===== src/rtl/lab5_mem_mem_arbiter.sv =====
// Round-robin arbiter sharing one blocking memory port among p_num_ports requesters.
// Request registered (memreq one cycle after accept); response routed back combinationally to the granted port.
module lab5_mem_mem_arbiter #(
  parameter int p_num_ports    = 2,
  parameter int p_opaque_nbits = 8,
  parameter int p_addr_nbits   = 32,
  parameter int p_data_nbits   = 128,
  localparam int c_len_nbits   = $clog2(p_data_nbits / 8),
  localparam int c_rq_nbits    = 3 + p_opaque_nbits + p_addr_nbits + c_len_nbits + p_data_nbits,
  localparam int c_rs_nbits    = 3 + p_opaque_nbits + c_len_nbits + p_data_nbits,
  localparam int c_pw          = (p_num_ports > 1) ? $clog2(p_num_ports) : 1
) (
  input  logic                              clk,
  input  logic                              reset,
  input  logic [p_num_ports-1:0]            req_val,
  output logic [p_num_ports-1:0]            req_rdy,
  input  logic [p_num_ports*c_rq_nbits-1:0] req_msg,
  output logic [p_num_ports-1:0]            resp_val,
  input  logic [p_num_ports-1:0]            resp_rdy,
  output logic [p_num_ports*c_rs_nbits-1:0] resp_msg,
  output logic                              memreq_val,
  input  logic                              memreq_rdy,
  output logic [c_rq_nbits-1:0]             memreq_msg,
  input  logic                              memresp_val,
  output logic                              memresp_rdy,
  input  logic [c_rs_nbits-1:0]             memresp_msg
);

  typedef enum logic [1:0] {
    ST_IDLE = 2'd0,
    ST_SEND = 2'd1,
    ST_WAIT = 2'd2
  } state_t;

  state_t                 state;
  logic [c_pw-1:0]        rr_ptr;
  logic [c_pw-1:0]        grant;
  logic [c_rq_nbits-1:0]  req_reg;

  logic [p_num_ports-1:0] rot;
  logic [c_pw-1:0]        off;
  logic [c_pw:0]          w_sum;
  logic [c_pw-1:0]        winner;
  logic                   any_val;

  // Rotate so that bit 0 is the port at rr_ptr; the lowest set bit is the winner's offset.
  always_comb begin
    rot     = (req_val >> rr_ptr) | (req_val << (p_num_ports - int'(rr_ptr)));
    any_val = |req_val;
    off     = '0;
    for (int i = p_num_ports - 1; i >= 0; i--) begin
      if (rot[i]) off = c_pw'(i);
    end
    w_sum = {1'b0, rr_ptr} + {1'b0, off};
    if (w_sum >= (c_pw + 1)'(p_num_ports)) w_sum = w_sum - (c_pw + 1)'(p_num_ports);
    winner = w_sum[c_pw-1:0];
  end

  // req_rdy depends on req_val but never the reverse, so no combinational loop with a source.
  always_comb begin
    req_rdy = '0;
    if (reset && state == ST_IDLE && any_val) req_rdy[winner] = 1'b1;
    resp_val = '0;
    if (state == ST_WAIT) resp_val[grant] = memresp_val;
    memresp_rdy = (state == ST_WAIT) && resp_rdy[grant];
    memreq_val  = (state == ST_SEND);
    memreq_msg  = req_reg;
    resp_msg    = {p_num_ports{memresp_msg}};
  end

  always_ff @(posedge clk or negedge reset) begin
    if (!reset) begin
      state   <= ST_IDLE;
      rr_ptr  <= '0;
      grant   <= '0;
      req_reg <= '0;
    end else begin
      case (state)
        ST_IDLE: begin
          if (any_val) begin
            req_reg <= req_msg[winner*c_rq_nbits +: c_rq_nbits];
            grant   <= winner;
            state   <= ST_SEND;
          end
        end
        ST_SEND: begin
          if (memreq_rdy) state <= ST_WAIT;
        end
        ST_WAIT: begin
          if (memresp_val && resp_rdy[grant]) begin
            rr_ptr <= (grant == c_pw'(p_num_ports - 1)) ? '0 : grant + c_pw'(1);
            state  <= ST_IDLE;
          end
        end
        default: state <= ST_IDLE;
      endcase
    end
  end

  // Three-character trace: state letter, grant digit, space.
  function automatic logic [23:0] line_trace();
    logic [7:0] c;
    case (state)
      ST_IDLE: c = "I";
      ST_SEND: c = "S";
      default: c = "W";
    endcase
    return {c, 8'h30 + 8'(grant), 8'h20};
  endfunction

endmodule


===== config.mk =====
export PLATFORM = sky130hd
export DESIGN_NAME = lab5_mem_mem_arbiter
export DESIGN_NICKNAME = d
export VERILOG_FILES = /design/src/rtl/lab5_mem_mem_arbiter.sv
export SDC_FILE = /design/constraint.sdc
export NUM_CORES = 1
export LEC_CHECK = 0
export ABC_AREA = 1
export CORE_AREA = 3 3 380 382
export CTS_CLUSTER_DIAMETER = 60
export DETAILED_ROUTE_END_ITERATION = 10
export DIE_AREA = 0 0 383 385
export PLACE_DENSITY = 0.39
export RECOVER_POWER = 100
export SYNTH_ARGS = -nofsm -noshare
export SYNTH_HDL_FRONTEND = slang
export SYNTH_SLANG_ARGS = --single-unit

===== constraint.sdc =====
create_clock -name clk -period 1.62 [get_ports clk]
set_clock_uncertainty 0.1 [all_clocks]
set_input_delay 0.324 -clock clk [delete_from_list [all_inputs] [get_ports clk]]
set_output_delay 0.324 -clock clk [all_outputs]
set_load 0.02 [all_outputs]

-- After elaboration in Yosys (flattened, before gate mapping)
Index checks and enable logic that the tools add are counted.
- flip-flop bits (word level): 179
- bits of input ports: 501
- word-level logic and storage cells: 51
- output and inout bits: 467
- eq/ne operators: 5
- order comparisons: 5
- shifts and indexed selects: 3
- multiply operators: 1
- add/sub/neg operators: 4
- reductions and logical operators: 11
- muxes and demuxes: 16
- bitwise gates (word level): 2
- operator list (cell ; number):
    350-bit by 10-bit indexed part select with 175-bit output ; 1
    2-bit by 32-bit left shift with 2-bit output ; 1
    2-bit 2-to-1 mux ; 5
    1-bit by 8-bit multiplier with 9-bit output, second input constant ; 1
    1-bit 2-to-1 mux ; 8
    1-bit logical AND ; 6
    2-bit one-hot mux with 3 select lines ; 1
    1-bit by 2-bit less-than comparator with 1-bit output, second input constant ; 2
    2-bit by 1-bit inequality test with 1-bit output, second input constant ; 2
    2-bit AND reduction ; 2
    3-bit AND reduction ; 1
    2-bit by 1-bit subtractor with 3-bit output, first input constant ; 1
    1-bit by 1-bit adder with 2-bit output ; 1
    2-bit AND ; 1
    1-bit demux with 1-bit select ; 2
    2-bit by 1-bit equality test with 1-bit output, second input constant ; 1
    2-bit equality test, second input constant ; 1
    1-bit greater-or-equal comparator, second input constant ; 2
    2-bit greater-or-equal comparator, second input constant ; 1
    2-bit zero test ; 1
    2-bit inequality test, second input constant ; 1
    2-bit OR ; 1
    2-bit OR reduction ; 1
    2-bit by 1-bit right shift with 2-bit output ; 1
    other kinds (2) ; 2

-- Logic depth before layout (Yosys ltp)
Gate-level depths: netlist of run 1.
- depth after elaboration: 13
- mapped depth: 8
- mapped depth without buffers: 6

-- Least setup slack after synthesis of run 1
OpenSTA, ideal clock, no wires.
- path type: register to output
- start: register rr_ptr
- end: output port req_rdy[1]
- path slack: -0.175 ns
- arrival time: 1.371 ns
- data required time: 1.196 ns
- cell stages (with the launch flop): 7
- path buffers: 2
- path through: dfrtp_1 > inv_1 > nand2_1 > nand2_2 > buf_2 > buf_2 > nor3_1
- cells in the longest elaborated chain, start to end: 13
- elaborated cells on any way between the ends: 16
- those cells by class: 3 x add/sub; 3 x order compare; 2 x shift; 6 x mux; 1 x bitwise; 1 x reduce/logical
- RTL lines (element ; RTL line ; text):
    from (decl) ; 36 ; logic [c_pw-1:0] rr_ptr;
    from (signal assigned) ; 91 ; rr_ptr <= (grant == c_pw'(p_num_ports - 1)) ? '0 : grant + c_pw'(1);
    2-bit by 1-bit subtractor with 3-bit output ; 48 ; rot = (req_val >> rr_ptr) | (req_val << (p_num_ports - int'(rr_ptr)));
    2-bit by 32-bit left shift with 2-bit output ; 48 ;
    2-bit OR ; 48 ;
    1-bit 2-to-1 mux (2 in a row) ; 52 ; if (rot[i]) off = c_pw'(i);
    1-bit by 1-bit adder with 2-bit output * ; 54 ; w_sum = {1'b0, rr_ptr} + {1'b0, off};
    2-bit greater-or-equal comparator / 1-bit subtractor (equally long branches) ; 55 ; if (w_sum >= (c_pw + 1)'(p_num_ports)) w_sum = w_sum - (c_pw + 1)'(p_num_ports);
    1-bit 2-to-1 mux * ; 55 ;
    1-bit by 2-bit less-than comparator with 1-bit output (implied by the code) / 1-bit greater-or-equal comparator (equally long branches) ; 62 ; if (reset && state == ST_IDLE && any_val) req_rdy[winner] = 1'b1;
    1-bit logical AND (implied by the code) ; 62 ;
    1-bit 2-to-1 mux (implied by the code) ; 62 ;
    1-bit demux with 1-bit select * ; 62 ;
    2-bit 2-to-1 mux * ; 62 ;
    to (decl) ; 16 ; output logic [p_num_ports-1:0] req_rdy,
Every way passes the cells marked *; elsewhere a longest branch is shown, timed or not.

-- Worst setup path after layout of run 1
- start: register state[0]
- end: output port memresp_rdy
- cells in the longest elaborated chain, start to end: 2
- RTL lines (element ; RTL line ; text):
    from (decl) ; 35 ; state_t state;
    from (signal assigned) ; 73 ; state <= ST_IDLE;
    from (signal assigned) ; 83 ; state <= ST_SEND;
    from (signal assigned) ; 87 ; if (memreq_rdy) state <= ST_WAIT;
    2-bit equality test ; 65 ; memresp_rdy = (state == ST_WAIT) && resp_rdy[grant];
    1-bit logical AND ; 65 ;
    to (decl) ; 25 ; output logic memresp_rdy,
No other way between the ends.

==> flow_summary.toml, run 1 <==
[yosys]
syn_area_per_cell_um2 = 6.75
postSynthCellCount = 1820
seq_area_frac_synth = 0.365
synth_top_area_cell = "dfrtp_1"
synth.cell_area_um2 = 12300
ys_top_cells_by_area = "dfrtp_1, buf_4, nand2_1, nand3_1, inv_1"
ys_seq_elements = 179
synth-warning-count = 0
synth.distinct_cells = 17
synth_top_area_frac = 0.365
syn_nets = 2321

[cts]
clk_pin_slew_worst_paths_ns = 0.09
cts_tree = "done"
numCtsBuffers = 17
cts_max_level = 4
insertion_delay_ns = 0.51
clockBufferDepth = 2
clock_sinks = 179
cts_root_buffer = "clkbuf_16"

[floorplanning]
pin_count = 968
die_area_um2 = 147000
dieHeight_um = 385
rows = 138
start_util = 0.0868
coreArea_um2 = 141000
die_x_um = 383

[layout]
syn_to_final_growth_pct = 85.5
fin_util = 0.161
drive_gt1_frac = 0.335
final_nets = 2711
fillCellCount = 16100
mostFrequentLayoutCell = "nand2_1"
finalInstanceArea_um2 = 22800
final_cell_mix = "nand2_1, clkdlybuf4s50_1, inv_1, nand3_1, dfrtp_1"

[sta]
period_share = 1.28
min_period_ns = 2.07
report.final.slew_viol_count = 0
fin_hold_ws_ns = 0.326
hold_violations = 0
layout_setup_ws_ns = -0.446
relSlewSlack = 0.189
setup_viol = 273
rsz0062_at_grt = "yes"
tightest_slew_ns = 1.22
max_freq_mhz = 484

[global_route]
grt_pass1_wl_um = 89700
grt_usage = 0.0859
overflow = 0
grt_start_max_net_pins = 93
antenna_found_initial = 3
grt_pass1_vias = 12000

[placement]
portBuffers = 538
post-dp-hpwl_um = 46200
placed_cell_area_um2 = 18600
gp_congestion = 0.775

[drt]
dr.pass1.iters = 5
avgViaCountPerCell = 3.07
drcViolationCount = 0
vias = 12600
wl_um = 75600
drt_iter0_drc = 631
wl_per_cell_um = 18.4
ant_nets = 0

[power]
p_sw_mw = 17.4
p_clk_frac = 0.135
vdd_ir_drop_max_v = 0.000668
p_total_mw = 37.2
internal-power_mw = 19.8
p_seq_frac = 0.225
leakage_nw = 11.3
cellPowerDensity_nw_per_um2 = 1630
p_sw_frac = 0.468
pwr-share-comb = 0.640

[critical_path]
critPathRequiredTime_ns = 1.20
startpoint_type = "register"
cp_max_fo = 2
critPathKind = "register to output port"
crit_path_end_kind = "output port"
arrival_ns = 1.64

[status]
violations = "setup timing"
outcome = "finished, violations left"

[hold_path]
hold_path_class = "input port to register"

[run]
drv_cap = 0
## cell usage after synthesis
| master | number |
|---|---|
| nor2_1 | 2 |
| nand2_2 | 2 |
| nor4_1 | 1 |
| buf_2 | 77 |
| clkbuf_1 | 15 |
| nor3_1 | 3 |
| o21ai_0 | 3 |
| dfrtp_1 | 179 |
| o21ai_1 | 1 |
| nand3_1 | 350 |
| inv_1 | 358 |
| inv_2 | 1 |
| o21ai_2 | 1 |
| a21oi_1 | 2 |
| buf_1 | 1 |
| nand2_1 | 536 |
| buf_4 | 288 |
## critical path, stage by stage (launching register included)
cell and delay, ns:
dfrtp_1 0.40, buf_6 0.14, inv_4 0.05, nand2_4 0.05
buf_4 0.14, buf_6 0.12, a21oi_4 0.11, buf_6 0.13
## path summary, 6_finish.rpt
kind	start	end	slack, ns	depth (start not counted)
max in group asynchronous	reset	memreq_msg[31]	-0.21	4
hold / removal	req_msg[105]	memreq_msg[105]	0.33	5
setup reg to reg	rr_ptr	memreq_msg[12]	-0.26	11
setup / recovery	state[0]	memresp_rdy	-0.45	7
hold reg to reg	memreq_msg[171]	memreq_msg[171]	0.38	2
min in group asynchronous	reset	memreq_msg[104]	0.54	4
## state kept, by name, summed over array words and instances (netlist names)
| signal | flops |
|---|---|
| rr_ptr | 1 |
| grant | 1 |
| memreq_msg | 175 |
| state | 2 |
## final cells by class
type / instances / area [um^2] / area share
timing repair inverter: 1 / 20.0 / 0.000879
tap: 1890 / 2360 / 0.104
multi-input combinational: 901 / 5560 / 0.244
antenna: 1 / 2.50 / 0.000110
clock buffer: 19 / 443 / 0.0194
sequential: 179 / 4490 / 0.197
inverter: 359 / 1380 / 0.0605
timing repair buffer: 751 / 8340 / 0.366
clock inverter: 11 / 178 / 0.00780
## layer usage
metal / global-route usage / share of wire / vias up
li1: - / - / 5929
met1: 0.0966 / 0.39 / 5900
met2: 0.135 / 0.48 / 647
met3: 0.0427 / 0.098 / 132
met4: 0.0403 / 0.038 / 4
met5: 0.000661 / 0.00036 / -
## through the flow
stage                     cells  setup TNS, ns  setup slack [ns]
after floorplan            1820              0          0.000353
after global placement     3969         -98.69            -0.741
after detailed placement   3969         -93.56            -0.690
after CTS                  4043         -35.18            -0.611
after global routing       4111         -72.07            -0.573
final                      4112         -40.15            -0.446
## power by group through the flow
stage               registers (mW)  logic (mW)  clock network (mW)
CTS                           8.29        19.0                5.42
global placement              8.32        18.4                   0
finish                        8.37        23.8                5.02
detailed placement            8.30        18.4                   0
floorplan                     10.7        6.79                   0
global route                  8.64        25.6                5.49
## kinds of logic after synthesis
| group | synth area share |
|---|---|
| flops | 0.365 |
| compound gates | 0.00316 |
| buf+inv | 0.322 |
| simple gates | 0.310 |
## repair_timing
| action | CTS | global route |
|---|---|---|
| hold endpoints to repair | 179 | 0 |
| pin swaps | 30 | 107 |
| setup endpoints to repair | 354 | 196 |
| hold buffers | 1 | 0 |
| buffers inserted | 24 | 27 |
| cloned | 19 | 47 |
| gates resized for setup | 889 | 487 |
Note: power is estimated with default switching activity, not from simulation.
==> run 2, diff against run 1 <==
==> constraint.sdc (replaced) <==
create_clock -name clk -period 1.62 [get_ports clk]
set_clock_uncertainty 0.1 [all_clocks]
set_input_delay 0.486 -clock clk [delete_from_list [all_inputs] [get_ports clk]]
set_output_delay 0.486 -clock clk [all_outputs]
set_load 0.02 [all_outputs]
==> run 2 against run 1 <==
- the run still ends with setup timing left
- first-iteration DRC count down 19%
- die area stayed put
- power is 4.5% lower
- count of clock-buffer cells in the layout unchanged
- critical path depth decreased by 1
- clock power down 7.0%
- final area fell by 9.3%
==> flow_summary.toml, run 2 (synthesized netlist as in run 1, its figures left out) <==
[layout]
syn_to_final_growth_pct = 68.3
drive_gt1_frac = 0.193
final_nets = 2672
largest_register_ff_count = 175
fin_cells = 4072
finalInstanceArea_um2 = 20700
final_cell_mix = "nand2_1, inv_1, clkdlybuf4s50_1, nand3_1, buf_6"
mostFrequentLayoutCell = "nand2_1"
insertedDiodeCount = 0

[cts]
numCtsBuffers = 17
cts_max_level = 4
insertion_delay_ns = 0.50
cts_tree = "done"
clock_sinks = 179
clk_pin_slew_worst_paths_ns = 0.08
cts_root_buffer = "clkbuf_16"
clockBufferDepth = 2

[power]
pwr-share-comb = 0.624
internal-power_mw = 19.9
p_sw_mw = 15.6
p_clk_frac = 0.132
vdd_ir_drop_max_v = 0.000653
p_sw_frac = 0.440
cellPowerDensity_nw_per_um2 = 1720
p_seq_frac = 0.245
leakage_nw = 10.4

[sta]
tightest_slew_ns = 0.759
setup_viol = 449
period_share = 1.38
report.final.slew_viol_count = 0
hold_violations = 0
min_period_ns = 2.23
relSlewSlack = 0.494
setup-tns-final_ns = -79.17
layout_setup_ws_ns = -0.612
rsz0062_at_grt = "yes"
max_freq_mhz = 448

[hold_path]
hold_path_class = "register to register"
worstHoldPathCells = 2

[critical_path]
cp_max_fo = 4
path_cells = "inv_2 -> nand2_8 -> nand2_8 -> nor3_4 -> buf_12 -> buf_12"
critPathRequiredTime_ns = 1.03
startpoint_type = "register"
crit_slowest_cell = "dfrtp_2"
reg2reg_depth = 10
critPathKind = "register to output port"
arrival_ns = 1.65
slowest_delay_ns = 0.42
crit_path_end_kind = "output port"

[placement]
gp_congestion = 0.797
post-dp-hpwl_um = 50100
portBuffers = 538
placed_cells = 3988
placed_cell_area_um2 = 18900

[drt]
drcViolationCount = 0
wl_um = 67200
wl_per_cell_um = 16.5
vias = 12100
ant_nets = 0
dr.pass1.iters = 5
avgViaCountPerCell = 2.96
drt_iter0_drc = 514

[floorplanning]
start_util = 0.0868
dieHeight_um = 385
rows = 138
die_area_um2 = 147000
pin_count = 968
die_x_um = 383
coreArea_um2 = 141000

[run]
drv_cap = 0

[global_route]
grt_pass1_wl_um = 89800
grt_pass1_vias = 12100
overflow = 0
grt_usage = 0.0866
grt_start_max_net_pins = 89
antenna_found_initial = 7

[status]
violations = "setup timing"
outcome = "finished, violations left"
## run 2: final timing paths
kind / startpoint / end / slack, ns
max in group asynchronous: reset / memreq_msg[145] / -0.35
worst max-delay path: rr_ptr / req_rdy[1] / -0.61
worst min-delay path: memreq_msg[65] / memreq_msg[65] / 0.39
worst max register to register: state[0] / memreq_msg[11] / -0.32
worst min register to register: memreq_msg[65] / memreq_msg[65] / 0.39
min in group asynchronous: reset / memreq_msg[108] / 0.60
## run 2: area by class of cell
cell class	instances	area (um^2)
clock inverter	11	155
fill	16200	121000
sequential	179	4490
tap	1890	2360
multi-input combinational	901	4030
clock buffer	19	433
inverter	359	1370
timing repair inverter	1	8.76
timing repair buffer	712	7810
## run 2: critical path, delay by kind of cell, from the launching register on
| family | cells | cell delay (ns) |
|---|---|---|
| buffers and inverters | 3 | 0.33 |
| flip-flops | 1 | 0.42 |
| AND/OR/NAND/NOR | 3 | 0.40 |
## run 2: timing repair
item | in CTS | in global routing
setup buffers | 30 | 9
hold endpoints to repair | 24 | 0
gates cloned | 10 | 5
pin swaps | 5 | 5
resized for setup | 988 | 21
setup endpoints to repair | 354 | 356
hold buffers | 1 | 0
## run 2: routing by layer
metal | global-route usage | vias to the layer above | part of all wire
li1 | - | 5845 | -
met1 | 0.0978 | 5490 | 0.39
met2 | 0.135 | 607 | 0.45
met3 | 0.0467 | 112 | 0.12
met4 | 0.0365 | 6 | 0.035
met5 | 0.00298 | - | 0.0013
## run 2: through the flow
stage | power (mW) | util | hold slack, ns | setup slack [ns]
after floorplan | 17.5 | - | 0.0904 | -0.175
after global placement | 27.8 | 0.133 | 0.339 | -1.23
after detailed placement | 27.8 | 0.133 | 0.337 | -1.14
after CTS | 35.9 | 0.144 | 0.263 | -0.730
after global routing | 38.3 | 0.146 | 0.428 | -0.746
final | 35.5 | 0.146 | 0.392 | -0.612
## run 2: power groups by stage
stage	Combinational [mW]	Clock [mW]	Sequential, mW
floorplan	6.84	0	10.7
finish	22.1	4.67	8.69
detailed placement	19.5	0	8.31
CTS	22.1	5.05	8.70
global route	24.1	5.15	8.98
global placement	19.5	0	8.32
==> run 3, diff against run 2 <==
--- a/config.mk
+++ b/config.mk
@@ -6,11 +6,11 @@
 export NUM_CORES = 1
 export LEC_CHECK = 0
 export ABC_AREA = 1
-export CORE_AREA = 3 3 380 382
+export CORE_AREA = 2 2 379 381
 export CTS_CLUSTER_DIAMETER = 60
 export DETAILED_ROUTE_END_ITERATION = 10
-export DIE_AREA = 0 0 383 385
-export PLACE_DENSITY = 0.39
+export DIE_AREA = 0 0 381 383
+export PLACE_DENSITY = 0.38
 export RECOVER_POWER = 100
 export SYNTH_ARGS = -nofsm -noshare
 export SYNTH_HDL_FRONTEND = slang
==> run 3 against run 2 <==
- the run still ends with setup timing left
- worst hold slack improved by 0.0048 ns
- sequential power increased by 1%
- die area decreased by 1.0%
- first-iteration DRC count decreased by 2.5%
- sequential share of layout area is 2.4 points lower
==> flow_summary.toml, run 3 (synthesized netlist as in run 1, its figures left out) <==
[critical_path]
critPathKind = "input port to output port"
cp_max_fo = 2
reg2reg_to = "memreq_msg[28]"
arrival_ns = 1.79
r2r_start = "rr_ptr"
reg2reg_slack_ns = -0.29
critPathRequiredTime_ns = 1.03
reg2reg_depth = 11
crit_path_end_kind = "output port"
startpoint_type = "input port"

[cts]
clockBufferDepth = 2
numCtsBuffers = 17
cts_max_level = 4
clk_pin_slew_worst_paths_ns = 0.07
insertion_delay_ns = 0.50
cts_tree = "done"
clock_sinks = 179
cts_root_buffer = "clkbuf_16"

[floorplanning]
coreArea_um2 = 142000
rows = 139
dieHeight_um = 383
die_area_um2 = 146000
die_x_um = 381
pin_count = 968
start_util = 0.0863

[sta]
report.final.slew_viol_count = 0
tightest_slew_ns = 1.02
hold_violations = 0
min_period_ns = 2.38
setup_viol = 379
layout_setup_ws_ns = -0.759
setup-tns-final_ns = -44.53
fin_hold_ws_ns = 0.397
max_freq_mhz = 420
period_share = 1.47
rsz0062_at_grt = "yes"
relSlewSlack = 0.319

[run]
drv_cap = 0

[hold_path]
min_to = "memreq_msg[87]"
worstHoldPathCells = 2
min_from = "memreq_msg[87]"
hold_path_class = "register to register"

[power]
p_clk_frac = 0.119
pwr-share-comb = 0.655
p_seq_frac = 0.226
leakage_nw = 11.4
internal-power_mw = 21.5
p_sw_mw = 17.4
cellPowerDensity_nw_per_um2 = 1670
p_sw_frac = 0.447
vdd_ir_drop_max_v = 0.000589

[status]
outcome = "finished, violations left"
violations = "setup timing"

[global_route]
overflow = 0
grt_usage = 0.0902
grt_pass1_vias = 12400
grt_pass1_wl_um = 92800
antenna_found_initial = 2
globalRouteMet2Util = 0.137
grt_start_max_net_pins = 86
grt-busiest-layer = "met2"
grt_use_met3 = 0.0406
use_met1 = 0.108

[drt]
wl_um = 70100
vias = 12700
ant_nets = 0
dr.pass1.iters = 5
drt_iter0_drc = 501
avgViaCountPerCell = 3.04
drcViolationCount = 0
wl_per_cell_um = 16.8

[placement]
post-dp-hpwl_um = 48400
portBuffers = 538
placed_cell_area_um2 = 19000
gp_congestion = 0.814

[layout]
mostFrequentLayoutCell = "nand2_1"
syn_to_final_growth_pct = 89.4
drive_gt1_frac = 0.352
finalInstanceArea_um2 = 23300
fillCellCount = 16300
final_nets = 2750
insertedDiodeCount = 0
final_cell_mix = "nand2_1, inv_1, clkdlybuf4s50_1, nand3_1, buf_6"
largest_register_ff_count = 175
run 3: power by group through the flow:
stage | clock network (mW) | registers (mW) | logic [mW]
3_3_place_gp | 0 | 8.38 | 19.5
3_5_place_dp | 0 | 8.38 | 19.4
2_1_floorplan | 0 | 10.7 | 6.84
6_report | 4.61 | 8.79 | 25.5
4_1_cts | 4.94 | 8.80 | 23.2
5_1_grt | 5.07 | 9.08 | 27.3
run 3: area by class of cell:
cell class                      count  area [um^2]  share of cell area
Clock inverter                     13          140             0.00602
Timing Repair inverter              1         16.3            0.000699
Clock buffer                       19          443              0.0190
Multi-Input combinational cell    901         5620               0.241
Tap cell                         1903         2380               0.102
Sequential cell                   179         4500               0.193
Timing Repair Buffer              790         8800               0.378
Inverter                          359         1370              0.0588
run 3: critical path: stages:
cell,delay [ns]
dlygate4sd3_1,0.70
nand2_1,0.17
a21oi_4,0.26
buf_6,0.18
run 3: timing repair:
| action | 4_1_cts | 5_1_grt |
|---|---|---|
| endpoints found under the setup margin | 358 | 355 |
| gates cloned | 19 | 10 |
| endpoints found under the hold margin | 64 | 0 |
| pin swaps | 5 | 72 |
| resized for setup | 1144 | 419 |
| buffers inserted | 50 | 37 |
| hold buffers | 1 | 0 |
run 3: how the worst max path moves through the flow:
stage	slack [ns]	endpoint	start
3_3_place_gp	-1.04	resp_val[0]	memresp_val
3_5_place_dp	-1.00	req_rdy[1]	req_val[1]
6_report	-0.76	memresp_rdy	resp_rdy[0]
2_1_floorplan	-0.17	req_rdy[1]	req_val[1]
4_1_cts	-0.76	resp_val[0]	state[0]
5_1_grt	-0.80	req_rdy[1]	state[0]
run 3: stage by stage:
step | power [mW] | setup slack [ns] | std cells | utilization
floorplan | 17.5 | -0.175 | 1820 | -
detailed placement | 27.8 | -1.00 | 4024 | 0.134
global placement | 27.9 | -1.04 | 4024 | 0.134
global route | 41.5 | -0.801 | 4165 | 0.163
finish | 38.9 | -0.759 | 4165 | 0.163
CTS | 37.0 | -0.764 | 4125 | 0.149
run 3: metal layers:
| layer | share of wire | vias to the layer above | wire, um |
|---|---|---|---|
| met2 | 0.46 | 644 | 32200 |
| li1 | - | 5988 | - |
| met3 | 0.094 | 126 | 6620 |
| met5 | 0.0029 | - | 203 |
| met4 | 0.037 | 6 | 2600 |
| met1 | 0.41 | 5909 | 28500 |
